==> src/rtl/axi_mem_slave.sv <==
// ---------------------------------------------------------------------------
// axi_mem_slave
//
// AXI4 slave that turns one burst at a time into accesses on a single-port
// synchronous RAM. The RAM has a 1-cycle read latency. Reads and writes share
// the RAM port, and only one transaction is in flight at any time.
//
// Optional feature macro: AXI_MEM_SLVERR_EN
//   defined   : flagged transactions answer SLVERR on bresp / every rresp beat
//   undefined : no error flag is built; every response is OKAY
// In both builds, writes with an illegal size or burst type are consumed but
// never reach the RAM (mem_be held at 0).
//
// Ports
//   s_aclk, s_areset        clock, synchronous active-high reset
//   aw* / awvalid / awready write address channel
//   w*  / wvalid  / wready  write data channel
//   bid, bresp, bvalid/bready  write response channel
//   ar* / arvalid / arready read address channel
//   rid, rdata, rresp, rlast, rvalid/rready  read data channel
//   mem_addr                RAM word address
//   mem_wdata, mem_be       RAM write data and byte enables (non-zero = write)
//   mem_re                  RAM read enable; mem_rdata is valid the next cycle
//   mem_rdata               RAM read data
//
// Parameters
//   DW  data width (32 or 64), MAW RAM word-address width
// ---------------------------------------------------------------------------
module axi_mem_slave #(
    parameter int DW  = 64,
    parameter int MAW = 10
) (
    input  logic            s_aclk,
    input  logic            s_areset,
    input  logic [5:0]      awid,
    input  logic [31:0]     awaddr,
    input  logic [7:0]      awlen,
    input  logic [2:0]      awsize,
    input  logic [1:0]      awburst,
    input  logic            awvalid,
    output logic            awready,
    input  logic [DW-1:0]   wdata,
    input  logic [DW/8-1:0] wstrb,
    input  logic            wlast,
    input  logic            wvalid,
    output logic            wready,
    output logic [5:0]      bid,
    output logic [1:0]      bresp,
    output logic            bvalid,
    input  logic            bready,
    input  logic [5:0]      arid,
    input  logic [31:0]     araddr,
    input  logic [7:0]      arlen,
    input  logic [2:0]      arsize,
    input  logic [1:0]      arburst,
    input  logic            arvalid,
    output logic            arready,
    output logic [5:0]      rid,
    output logic [DW-1:0]   rdata,
    output logic [1:0]      rresp,
    output logic            rlast,
    output logic            rvalid,
    input  logic            rready,
    output logic [MAW-1:0]  mem_addr,
    output logic [DW-1:0]   mem_wdata,
    output logic [DW/8-1:0] mem_be,
    output logic            mem_re,
    input  logic [DW-1:0]   mem_rdata
);

    localparam int         SW          = DW / 8;
    localparam int         LSB         = $clog2(SW);
    localparam logic [2:0] MAX_SIZE    = 3'(LSB);
    localparam logic [1:0] BURST_FIXED = 2'b00;
    localparam logic [1:0] BURST_WRAP  = 2'b10;
    localparam logic [1:0] BURST_RSVD  = 2'b11;
    localparam logic [1:0] RESP_OKAY   = 2'b00;

    typedef enum logic [2:0] {
        ST_IDLE   = 3'd0,
        ST_W_DATA = 3'd1,
        ST_W_RESP = 3'd2,
        ST_R_REQ  = 3'd3,
        ST_R_WAIT = 3'd4,
        ST_R_DATA = 3'd5
    } state_t;

    // A request is flagged when its beat is wider than the bus or its burst
    // type is WRAP or reserved. WRAP bursts still walk addresses like INCR.
    function automatic logic bad_req(input logic [2:0] size, input logic [1:0] burst);
        return (size > MAX_SIZE) || (burst == BURST_WRAP) || (burst == BURST_RSVD);
    endfunction

    state_t          state_r;
    logic            last_rd_r;     // 1 when the most recent grant went to the read channel
    logic [5:0]      id_r;
    logic [MAW-1:0]  addr_r;
    logic [7:0]      len_r;
    logic [7:0]      cnt_r;
    logic            fixed_r;
    logic            sup_r;         // suppress RAM writes for this burst

    logic            awready_r;
    logic            arready_r;
    logic            wready_r;
    logic            bvalid_r;
    logic [5:0]      bid_r;
    logic [1:0]      bresp_r;
    logic            rvalid_r;
    logic [5:0]      rid_r;
    logic [DW-1:0]   rdata_r;
    logic [1:0]      rresp_r;
    logic            rlast_r;
    logic [MAW-1:0]  mem_addr_r;
    logic [DW-1:0]   mem_wdata_r;
    logic [SW-1:0]   mem_be_r;
    logic            mem_re_r;

    logic            aw_hs_s;
    logic            ar_hs_s;
    logic            w_hs_s;
    logic            aw_bad_s;
    logic            ar_bad_s;
    logic            beat_last_s;
    logic [MAW-1:0]  aw_word_s;
    logic [MAW-1:0]  ar_word_s;
    logic [MAW-1:0]  next_addr_s;
    logic [1:0]      wresp_s;
    logic [1:0]      rresp_s;
    logic            unused_s;

    assign aw_hs_s     = awvalid & awready_r;
    assign ar_hs_s     = arvalid & arready_r;
    assign w_hs_s      = wvalid & wready_r;
    assign aw_bad_s    = bad_req(awsize, awburst);
    assign ar_bad_s    = bad_req(arsize, arburst);
    assign beat_last_s = (cnt_r == len_r);
    // Upper address bits are ignored, so the RAM aliases across the address map.
    assign aw_word_s   = awaddr[MAW+LSB-1:LSB];
    assign ar_word_s   = araddr[MAW+LSB-1:LSB];

    // Next word address of the burst; the MAW-bit add wraps at the RAM top.
    always_comb begin
        next_addr_s = addr_r;
        if (fixed_r) begin
            next_addr_s = addr_r;
        end else begin
            next_addr_s = addr_r + MAW'(1);
        end
    end

`ifdef AXI_MEM_SLVERR_EN
    localparam logic [1:0] RESP_SLVERR = 2'b10;

    logic err_r;
    logic wlast_bad_s;

    // wlast must be high on the final beat and on no other.
    assign wlast_bad_s = wlast != beat_last_s;
    assign wresp_s     = (err_r || wlast_bad_s) ? RESP_SLVERR : RESP_OKAY;
    assign rresp_s     = err_r ? RESP_SLVERR : RESP_OKAY;

    // Error flag: set by a flagged request, accumulates wlast misplacements.
    always_ff @(posedge s_aclk) begin
        if (s_areset) begin
            err_r <= 1'b0;
        end else if (aw_hs_s) begin
            err_r <= aw_bad_s;
        end else if (ar_hs_s) begin
            err_r <= ar_bad_s;
        end else if (w_hs_s && wlast_bad_s) begin
            err_r <= 1'b1;
        end else begin
            err_r <= err_r;
        end
    end
`else
    assign wresp_s = RESP_OKAY;
    assign rresp_s = RESP_OKAY;
`endif

    // Address bits outside the RAM word range, and wlast when no error flag exists.
    assign unused_s = ^{awaddr[31:MAW+LSB], awaddr[LSB-1:0],
                        araddr[31:MAW+LSB], araddr[LSB-1:0], wlast};

    // Transaction FSM with all channel and RAM outputs registered.
    always_ff @(posedge s_aclk) begin
        if (s_areset) begin
            state_r     <= ST_IDLE;
            last_rd_r   <= 1'b1;
            id_r        <= 6'd0;
            addr_r      <= '0;
            len_r       <= 8'd0;
            cnt_r       <= 8'd0;
            fixed_r     <= 1'b0;
            sup_r       <= 1'b0;
            awready_r   <= 1'b0;
            arready_r   <= 1'b0;
            wready_r    <= 1'b0;
            bvalid_r    <= 1'b0;
            bid_r       <= 6'd0;
            bresp_r     <= 2'b00;
            rvalid_r    <= 1'b0;
            rid_r       <= 6'd0;
            rdata_r     <= '0;
            rresp_r     <= 2'b00;
            rlast_r     <= 1'b0;
            mem_addr_r  <= '0;
            mem_wdata_r <= '0;
            mem_be_r    <= '0;
            mem_re_r    <= 1'b0;
        end else begin
            // RAM strobes are single-cycle pulses unless re-armed below.
            mem_be_r <= '0;
            mem_re_r <= 1'b0;
            case (state_r)
                ST_IDLE: begin
                    if (aw_hs_s) begin
                        awready_r <= 1'b0;
                        arready_r <= 1'b0;
                        last_rd_r <= 1'b0;
                        id_r      <= awid;
                        addr_r    <= aw_word_s;
                        len_r     <= awlen;
                        cnt_r     <= 8'd0;
                        fixed_r   <= (awburst == BURST_FIXED);
                        sup_r     <= aw_bad_s;
                        wready_r  <= 1'b1;
                        state_r   <= ST_W_DATA;
                    end else if (ar_hs_s) begin
                        awready_r  <= 1'b0;
                        arready_r  <= 1'b0;
                        last_rd_r  <= 1'b1;
                        id_r       <= arid;
                        addr_r     <= ar_word_s;
                        len_r      <= arlen;
                        cnt_r      <= 8'd0;
                        fixed_r    <= (arburst == BURST_FIXED);
                        sup_r      <= 1'b0;
                        mem_re_r   <= 1'b1;
                        mem_addr_r <= ar_word_s;
                        state_r    <= ST_R_REQ;
                    end else begin
                        // Round-robin on contention: the channel not granted last wins.
                        awready_r <= awvalid & (~arvalid | last_rd_r);
                        arready_r <= arvalid & (~awvalid | ~last_rd_r);
                    end
                end
                ST_W_DATA: begin
                    if (w_hs_s) begin
                        mem_be_r    <= sup_r ? '0 : wstrb;
                        mem_wdata_r <= wdata;
                        mem_addr_r  <= addr_r;
                        addr_r      <= next_addr_s;
                        if (beat_last_s) begin
                            wready_r <= 1'b0;
                            bvalid_r <= 1'b1;
                            bid_r    <= id_r;
                            bresp_r  <= wresp_s;
                            state_r  <= ST_W_RESP;
                        end else begin
                            cnt_r <= cnt_r + 8'd1;
                        end
                    end else begin
                        state_r <= ST_W_DATA;
                    end
                end
                ST_W_RESP: begin
                    if (bready) begin
                        bvalid_r <= 1'b0;
                        state_r  <= ST_IDLE;
                    end else begin
                        state_r <= ST_W_RESP;
                    end
                end
                ST_R_REQ: begin
                    addr_r  <= next_addr_s;
                    state_r <= ST_R_WAIT;
                end
                ST_R_WAIT: begin
                    // RAM data for the request issued in R_REQ is valid now.
                    rdata_r  <= mem_rdata;
                    rvalid_r <= 1'b1;
                    rid_r    <= id_r;
                    rresp_r  <= rresp_s;
                    rlast_r  <= beat_last_s;
                    state_r  <= ST_R_DATA;
                end
                ST_R_DATA: begin
                    if (rready) begin
                        rvalid_r <= 1'b0;
                        rlast_r  <= 1'b0;
                        if (beat_last_s) begin
                            state_r <= ST_IDLE;
                        end else begin
                            cnt_r      <= cnt_r + 8'd1;
                            mem_re_r   <= 1'b1;
                            mem_addr_r <= addr_r;
                            state_r    <= ST_R_REQ;
                        end
                    end else begin
                        state_r <= ST_R_DATA;
                    end
                end
                default: begin
                    awready_r <= 1'b0;
                    arready_r <= 1'b0;
                    wready_r  <= 1'b0;
                    bvalid_r  <= 1'b0;
                    rvalid_r  <= 1'b0;
                    state_r   <= ST_IDLE;
                end
            endcase
        end
    end

    assign awready   = awready_r;
    assign arready   = arready_r;
    assign wready    = wready_r;
    assign bvalid    = bvalid_r;
    assign bid       = bid_r;
    assign bresp     = bresp_r;
    assign rvalid    = rvalid_r;
    assign rid       = rid_r;
    assign rdata     = rdata_r;
    assign rresp     = rresp_r;
    assign rlast     = rlast_r;
    assign mem_addr  = mem_addr_r;
    assign mem_wdata = mem_wdata_r;
    assign mem_be    = mem_be_r;
    assign mem_re    = mem_re_r;

endmodule

==> config.mk <==
export PLATFORM = sky130hd
export DESIGN_NAME = axi_mem_slave
export DESIGN_NICKNAME = d
export VERILOG_FILES = /design/src/rtl/axi_mem_slave.sv
export SDC_FILE = /design/constraint.sdc
export NUM_CORES = 1
export LEC_CHECK = 0
export BUFFER_PORTS_ARGS = -buffer_cell sky130_fd_sc_hd__buf_2
export CAP_MARGIN = 0
export CORE_AREA = 2 2 162 164
export CTS_CLUSTER_SIZE = 40
export DETAILED_ROUTE_END_ITERATION = 7
export DIE_AREA = 0 0 164 166
export HOLD_SLACK_MARGIN = 0.1
export PLACE_DENSITY = 0.64
export SYNTH_ARGS = -nofsm -noshare
export SYNTH_HDL_FRONTEND = slang
export SYNTH_SLANG_ARGS = --single-unit
==> constraint.sdc <==
create_clock -name s_aclk -period 5.46 [get_ports s_aclk]
set_clock_uncertainty 0.2 [all_clocks]
set_input_delay 0.546 -clock s_aclk [delete_from_list [all_inputs] [get_ports s_aclk]]
set_output_delay 0.546 -clock s_aclk [all_outputs]
set_load 0.03 [all_outputs]
Word-level counts from Yosys, hierarchy flattened
Index checks and enable logic that the tools add are counted.
Operators by class
  add/subtract/negate cells: 2
  $lt $le $gt $ge: 1
  eq/ne operators: 18
  multiplexer cells: 56
  bitwise operators: 15
  reductions and logical operators: 25
Operators with widths (count)
  2-to-1 mux 10 bit: 8
  one-hot mux 10 bit (3 select lines): 2
  2-to-1 mux 8 bit: 7
  one-hot mux 8 bit (3 select lines): 1
  2-to-1 mux 1 bit: 21
  one-hot mux 3 bit (6 select lines): 1
  inequality test 2 bit, second input constant: 8
  OR reduction 4 bit: 4
  2-to-1 mux 3 bit: 5
  2-to-1 mux 6 bit: 2
  AND reduction 4 bit: 3
  adder 10 x 1 -> 10 bit, second input constant: 1
  AND reduction 2 bit: 5
  one-hot mux 1 bit (3 select lines): 3
  adder 8 x 1 -> 8 bit, second input constant: 1
  equality test 8 bit: 1
  NOT 1 bit: 8
  one-hot mux 1 bit (2 select lines): 4
  equality test 3 x 2 -> 1 bit, second input constant: 2
  equality test 3 bit, second input constant: 2
  inequality test 3 bit, second input constant: 2
  AND reduction 3 bit: 2
  AND reduction 6 bit: 1
  nonzero test 3 bit: 2
  other kinds (11): 21
Storage, ports and cells
  flip-flop bits (word level): 203
  input port bits: 246
  output and inout bits: 169
  word-level logic and storage cells: 138

Depth between registers and ports, before layout
Gate-level depths: netlist of run 1.
  word-level depth: 6
  gate-level depth with buffers: 8
  mapped depth without buffers: 6

Worst setup path after synthesis of run 1
No wires, ideal clock.
  path kind: input port to flip-flop
  from: input s_areset
  to: register addr_r[1]
  setup time: 132 ps
  arrival time: 1659 ps
  data required time: 5128 ps
  setup slack: 3469 ps
  stages: 5
  buffers on the path: 4
  path through: clkbuf_1 buf_2 clkbuf_1 clkbuf_1 a21oi_1
RTL lines
  start, declared: line 34  | input logic s_areset,
  end signal, assigned: line 223  | addr_r <= aw_word_s;
  end signal, assigned: line 235  | addr_r <= ar_word_s;
  end signal, assigned: line 254  | addr_r <= next_addr_s;
  end, declared: line 97  | logic [MAW-1:0] addr_r;
No word-level cell between the ends.

Worst setup path in the final report of run 1
  from: register state_r[0]
  to: register mem_be_r[0] (netlist: mem_be[0])
On the way
  word-level cells in the longest chain between the ends: 3
RTL lines
  start, declared: line 94  | state_t state_r;
  start signal, assigned: line 189  | state_r <= ST_IDLE;
  start signal, assigned: line 229  | state_r <= ST_W_DATA;
  start signal, assigned: line 242  | state_r <= ST_R_REQ;
  equality test 3 x 1 -> 1 bit: line 216  | case (state_r)
  NOT 1 bit (no source line)
  OR reduction 4 bit (no source line)
  end signal, assigned: line 251  | mem_be_r <= sup_r ? '0 : wstrb;
  end, declared: line 116  | logic [SW-1:0] mem_be_r;
No other way between the ends.
A chain may end at the register's enable or synchronous reset.

==> results of run 1 <==
[cells by family after synthesis]
kind of cell | Yosys count
and+or+nand+nor | 485
AOI/OAI and AO/OA | 263
DFF | 203
buffers and inverters | 85
xor gates and xnor gates | 9
adders and majority gates | 2
other | 1
muxes | 1
[cells in the mapped netlist (4+ instances only)]
cell and number:
xnor2_1 8, nand2b_1 4, inv_1 5, o21ai_0 14, nor2_1 46, dfxtp_1 203
nand4_1 5, o211ai_1 5, a211oi_1 20, nand3_1 22, a21oi_1 169, nor3_1 5
buf_2 23, o21ai_1 7, and2_1 11, buf_4 4, clkbuf_1 48, a311oi_1 14
a22o_1 10, nand2_1 355, nor3b_1 13
[area by class of cell]
cell class              instances  area (um2)
multi-input cells             764        3762
well taps                     335       419.2
flip-flops and latches        203        4064
inverters                       6       22.52
clock buffers                  34       678.2
fillers                      2378       13130
repair buffers                524        3427
clock inverters                10       115.1
[where the power goes]
part           switching, mW  leakage, nW  total, mW  internal [mW]
Sequential             0.154         1.64       1.77           1.62
Combinational          0.747         3.32       1.23          0.478
Clock                  0.632        0.394       1.59          0.961
Total                   1.53         5.35       4.59           3.06
[critical path, delay by kind of cell, from the launching register on]
kind | cells | cell delay [ps]
AND/OR/NAND/NOR | 4 | 1700
flip-flops | 1 | 750
buffers and inverters | 2 | 650
[layer usage]
| layer | up-vias | GRT usage (%) | part of all wire, % |
|---|---|---|---|
| li1 | 4488 | - | - |
| met1 | 4115 | 22.71 | 42 |
| met2 | 347 | 33.89 | 47 |
| met3 | 69 | 3.996 | 7.0 |
| met4 | 0 | 7.551 | 4.0 |
| met5 | - | 0 | 0 |
[worst max-delay path by stage]
stage	start	end	slack [ps]
finish	state_r[0]$_SDFFE_PP0P_	mem_be[0]$_SDFF_PP0_	2080
global route	state_r[0]$_SDFFE_PP0P_	mem_be[2]$_SDFF_PP0_	1830
CTS	state_r[0]$_SDFFE_PP0P_	mem_be[2]$_SDFF_PP0_	2160
detailed placement	state_r[0]$_SDFFE_PP0P_	mem_be[0]$_SDFF_PP0_	2160
global placement	state_r[0]$_SDFFE_PP0P_	mem_be[4]$_SDFF_PP0_	2260
floorplan	s_areset	addr_r[1]$_SDFFE_PP0P_	3470
[stage by stage]
stage / util [%] / instances
floorplan: - / 1052
global placement: 39.60 / 1677
detailed placement: 39.60 / 1677
CTS: 48.75 / 1876
global route: 48.75 / 1876
finish: 48.75 / 1876
[flip-flops by register name, indices dropped and copies added (netlist names), 8 cells and up]
register	count
mem_wdata	64
rdata	64
addr_r	10
mem_addr	10
cnt_r	8
len_r	8
mem_be	8
[repair_timing]
action | in CTS | in global routing
endpoints found under the hold margin | 147 | 0
hold buffers | 155 | 0
endpoints found under the setup margin | 0 | 0
setup buffers | 0 | 0
==> results_dict.tcl, run 1 <==
set metrics [dict create \
    drt_iter0_drc 583 \
    ys_types 62 \
    io_pins 415 \
    p_total_mw 4.590 \
    postSynthCellCount 1049 \
    netlist_area_um2 8170 \
    cp_cell_sequence "inv_1 > nor2_1 > nand2_2 > buf_4 > nor3_1 > and2_1" \
    worstPathRequired_ps 5720 \
    final_common_cell "buf_2" \
    tightestPinTransition_ps 1067 \
    rows 59 \
    hold_viol_final 0 \
    routed_via_density 4.808 \
    maxCapViolCount 0 \
    r2r_slack_ps 2080 \
    post-route-min-period_ps 3380 \
    crit_type "reg2reg" \
    hold_slack_ps 117.1 \
    grt_max_degree 108 \
    yosys.area.top_type "dfxtp_1" \
    wl_per_cell_um 14.68 \
    arrival_ps 3640 \
    overflow 0 \
    syn_avg_cell_area_um2 7.789 \
    synth-adder-area-share_pct 0.3063 \
    hold_class "in2reg" \
    syn2layout_area_growth_pct 52.85 \
    cts_buffer_depth 3 \
    place_ws_ps 2156 \
    synth_edf_count 0 \
    synth_mux_area_share_pct 0.1225 \
    yosys_warnings 0 \
    cts_tree "done" \
    place_congestion 0.8384 \
    htree_levels 1 \
    r2r_cells 6 \
    drt_wl_total_um 27550 \
    worstSetupEndpointType "register" \
    slew_violations 0 \
    cts_buffers 24 \
    clkTransAtPathRegs_ps 60 \
    rsz0062_at_grt "false" \
    synth-simple-area-share_pct 25.07 \
    cts_resized 0 \
    grt_usage_pct 19.25 \
    r2r-start "state_r[0]$_SDFFE_PP0P_" \
    final_cell_mix "359 x buf_2, 354 x nand2_1, 203 x dfxtp_1" \
    fin_setup_tns_ps 0 \
    cts.root.buffer_cell "clkbuf_16" \
    start_util_pct 31.90 \
    power.leakage_nw 5.353 \
    drc_errors 0 \
    fin_area_um2 12490 \
    cp-start-kind "register" \
    yosys.area.top_type_share_pct 49.74 \
    cts.sinks 203 \
    hp-start "arlen[0]" \
    detail-route-antenna-nets 0 \
    die_w_um 164 \
    antenna_found_initial 0 \
    synth_compound_area_share_pct 19.11 \
    fin_ws_ps 2080 \
    grt_pass1_wl_um 43590 \
    post-route-period-util_pct 61.91 \
    min_to "len_r[0]$_SDFFE_PP0P_" \
    die_area_um2 27220 \
    die_y_um 166 \
    core_area_um2 25620 \
    drt_first_pass_iters 4 \
    cellPowerDensity_nw_per_um2 367.6 \
    synth_top_family_by_area "simple AND/OR/NAND/NOR gates" \
    fmax_mhz 295.8 \
    io_buffers 360 \
    r2r-end "mem_be[0]$_SDFF_PP0_" \
    yosysSeqAreaShare_pct 49.74 \
    vias 9019 \
    synthXorXnorAreaFrac_pct 0.9648 \
    drive_gt1_share_pct 27.19 \
    status "complete, no violations" \
    grt_pass1_vias 8762 \
    diodes 0 \
    final_nets 1771 \
    vdd_drop_max_mv 0.2372 \
    placedInstanceArea_um2 10140 \
    max_slew_margin_pct 28.31 \
    cp_max_fo 65 \
    clk_latency_ps 520 \
    setup_violations 0 \
    cp_slowest_cell "nor2_1" \
    async_flop_share_pct 0 \
    synthTopCellsByArea "dfxtp_1 50%, nand2_1 16%, a21oi_1 10%" \
    ys.flop_type "dfxtp_1" \
    cpPeakStageDelay_ps 790 \
    dp_hpwl_um 17450 \
    ys_ff_latch 203 \
    hold_depth 3 \
]
(Power assumes the default switching activity.)
==> inputs of run 2 (changes only) <==
==> config.mk (replaced) <==
export PLATFORM = sky130hd
export DESIGN_NAME = axi_mem_slave
export DESIGN_NICKNAME = d
export VERILOG_FILES = /design/src/rtl/axi_mem_slave.sv
export SDC_FILE = /design/constraint.sdc
export NUM_CORES = 1
export LEC_CHECK = 0
export ABC_AREA = 1
export BUFFER_PORTS_ARGS = -buffer_cell sky130_fd_sc_hd__buf_2
export CAP_MARGIN = 0
export CORE_AREA = 2 2 163 165
export CTS_CLUSTER_SIZE = 40
export DETAILED_ROUTE_END_ITERATION = 7
export DIE_AREA = 0 0 165 167
export HOLD_SLACK_MARGIN = 0.1
export PLACE_DENSITY = 0.66
export SYNTH_ARGS = -nofsm -noshare
export SYNTH_HDL_FRONTEND = slang
export SYNTH_SLANG_ARGS = --single-unit
==> constraint.sdc (replaced) <==
create_clock -name s_aclk -period 2.8 [get_ports s_aclk]
set_clock_uncertainty 0.2 [all_clocks]
set_input_delay 0.28 -clock s_aclk [delete_from_list [all_inputs] [get_ports s_aclk]]
set_output_delay 0.28 -clock s_aclk [all_outputs]
set_load 0.03 [all_outputs]
==> results_dict.tcl, run 2 <==
set metrics [dict create \
    status "complete, no violations" \
    yosysMostFrequentCell "nor2_1" \
    cts_buffers 23 \
    p_seq_share_pct 38.7 \
    crit_family "buffers and inverters" \
    fin_ws_ps 154.0 \
    crit_buf_inv 5 \
    clk_latency_ps 500 \
    placed_cells 1762 \
    drive_gt1_share_pct 26.47 \
    tightestPinTransition_ps 702.6 \
    yosys.area.top_type "dfxtp_1" \
    grt_pass1_wl_um 46500 \
    maxCapViolCount 0 \
    detail-route-antenna-nets 0 \
    placedInstanceArea_um2 10250 \
    postCtsSetupBuffers 0 \
    post-route-min-period_ps 2646 \
    overflow 0 \
    post-route-period-util_pct 94.50 \
    rsz0062_at_grt "false" \
    final_cell_mix "360 x buf_2, 311 x nor2_1, 203 x dfxtp_1" \
    core_area_um2 25760 \
    async_flop_share_pct 0 \
    grt_max_degree 78 \
    yosys_warnings 0 \
    max_slew_margin_pct 53.16 \
    ys.flop_type "dfxtp_1" \
    die_area_um2 27560 \
    cp_slowest_cell "dlygate4sd3_1" \
    cp_cell_sequence "dlygate4sd3_1 > buf_2 > nand2_2 > buf_4 > nor2_1 > o21ai_0 > dlygate4sd3_1 > a21oi_1 > dlygate4sd3_1" \
    worstSetupEndpointType "register" \
    r2r_slack_ps 240 \
    cellPowerDensity_nw_per_um2 682.8 \
    io_buffers 360 \
    io_pins 415 \
    netlist_area_um2 8239 \
    cts.sinks 203 \
    ys_ff_latch 203 \
    dp_hpwl_um 18070 \
    die_y_um 167 \
    rows 59 \
    n_fill_cell 2318 \
    synth_commonest_cells "311 x nor2_1, 203 x dfxtp_1, 174 x o21ai_0, 138 x nand2_1, 67 x a21oi_1" \
    synthTopCellsByArea "dfxtp_1 49%, nor2_1 14%, o21ai_0 11%" \
    hold_slack_ps 192.2 \
    drt_iter0_drc 547 \
    clkTransAtPathRegs_ps 60 \
    power.switching_mw 2.971 \
    final_nets 1897 \
    yosys.area.top_type_share_pct 49.32 \
    fin_area_um2 12940 \
    drt_wl_total_um 29220 \
    grt_pass1_vias 9473 \
    fin_cells 2000 \
    final_util_pct 50.23 \
    htree_levels 1 \
    p_comb_share_pct 28.5 \
    final_common_cell "buf_2" \
    place_ws_ps 532.8 \
    crit_top_cell "dlygate4sd3_1" \
    worstPathRequired_ps 2990 \
    syn2layout_area_growth_pct 57.07 \
    fin_setup_tns_ps 0 \
    cp_max_fo 18 \
    antenna_found_initial 3 \
    arrival_ps 2830 \
    synth_edf_count 0 \
    cpPeakStageDelay_ps 570 \
    internal-power_mw 5.866 \
    cts_buffer_depth 3 \
    vdd_drop_max_mv 0.5031 \
    fmax_mhz 377.9 \
    start_util_pct 31.98 \
    crit_type "in2reg" \
    p_total_mw 8.837 \
    cp-start-kind "primary input" \
    power.leakage_nw 6.443 \
    power_frac_clock_pct 32.8 \
    hold_class "in2reg" \
    cts.root.buffer_cell "clkbuf_16" \
    drc_errors 0 \
    wl_per_cell_um 14.61 \
    slew_violations 0 \
    ys_types 39 \
    place_congestion 0.8364 \
    yosysSeqAreaShare_pct 49.32 \
    vias 9520 \
    die_w_um 165 \
    setup_violations 0 \
    hold_viol_final 0 \
    postSynthCellCount 1125 \
    cts_tree "done" \
    drt_first_pass_iters 5 \
    grt_usage_pct 20.53 \
    routed_via_density 4.760 \
    syn_avg_cell_area_um2 7.324 \
    netSwitchingFraction_pct 33.62 \
]
## run 2: cell count changes after synthesis, sizes merged, moves of 18 or more
cell    previous run  this run
a21oi            169        68
nand2            357       147
o21ai             21       187
inv                5        59
nor2              47       321
a211oi            20         2
## run 2: worst register-to-register path, delay by kind of cell (launching register included)
| family | cells | cell delay, ps |
|---|---|---|
| AO/OA/AOI/OAI | 2 | 220 |
| buffers and inverters | 3 | 1370 |
| flip-flops | 1 | 370 |
| AND/OR/NAND/NOR | 2 | 350 |
## run 2: worst paths after layout
check / start / to / cells past startpoint
max: awvalid / sup_r$_SDFFE_PP0P_ / 9
min: awaddr[11] / addr_r[8]$_SDFFE_PP0P_ / 7
max reg2reg: awready$_SDFFE_PP0N_ / sup_r$_SDFFE_PP0P_ / 7
min reg2reg: rvalid$_SDFFE_PP0P_ / rvalid$_SDFFE_PP0P_ / 2
## run 2: cell type report
type	count	area, um2	area share (%)
Antenna cell	3	7.507	0.05801
Clock buffer	35	670.6	5.182
Clock inverter	3	40.04	0.3094
Inverter	59	229.0	1.769
Multi-Input combinational cell	792	3602	27.84
Sequential cell	203	4064	31.40
Tap cell	335	419.2	3.239
Timing Repair Buffer	570	3909	30.20
## run 2: logic make-up (layout without fill, tap and decap cells)
group | after synthesis | after routing | synth area share [%]
AOI/OAI and AO/OA | 272 | 272 | 17.04
xor gates and xnor gates | 4 | 4 | 0.4253
adders and majority gates | 2 | 2 | 0.3037
buffers and inverters | 133 | 667 | 7.183
DFF | 203 | 203 | 49.32
other | 1 | 7 | 0.04551
and+or+nand+nor | 510 | 510 | 25.68
## run 2: per-layer routing
layer,up-vias,track usage [%],share of wire [%]
met2,366,36.18,50
met4,0,8.355,3.5
li1,4669,-,-
met5,-,0,0
met3,86,5.405,7.5
met1,4399,23.29,39
## run 2: power by group through the flow
stage	combinational, mW	clock [mW]	sequential [mW]
after floorplan	1.33	0	3.75
after global placement	2.21	0	3.46
after detailed placement	2.23	0	3.47
after CTS	2.50	2.96	3.41
after global routing	2.79	3.08	3.45
final	2.52	2.90	3.42
## run 2: what timing repair did
action	CTS	global route
hold buffers	197	0
gates resized for setup	0	1
endpoints found under the setup margin	0	9
hold endpoints to repair	186	0
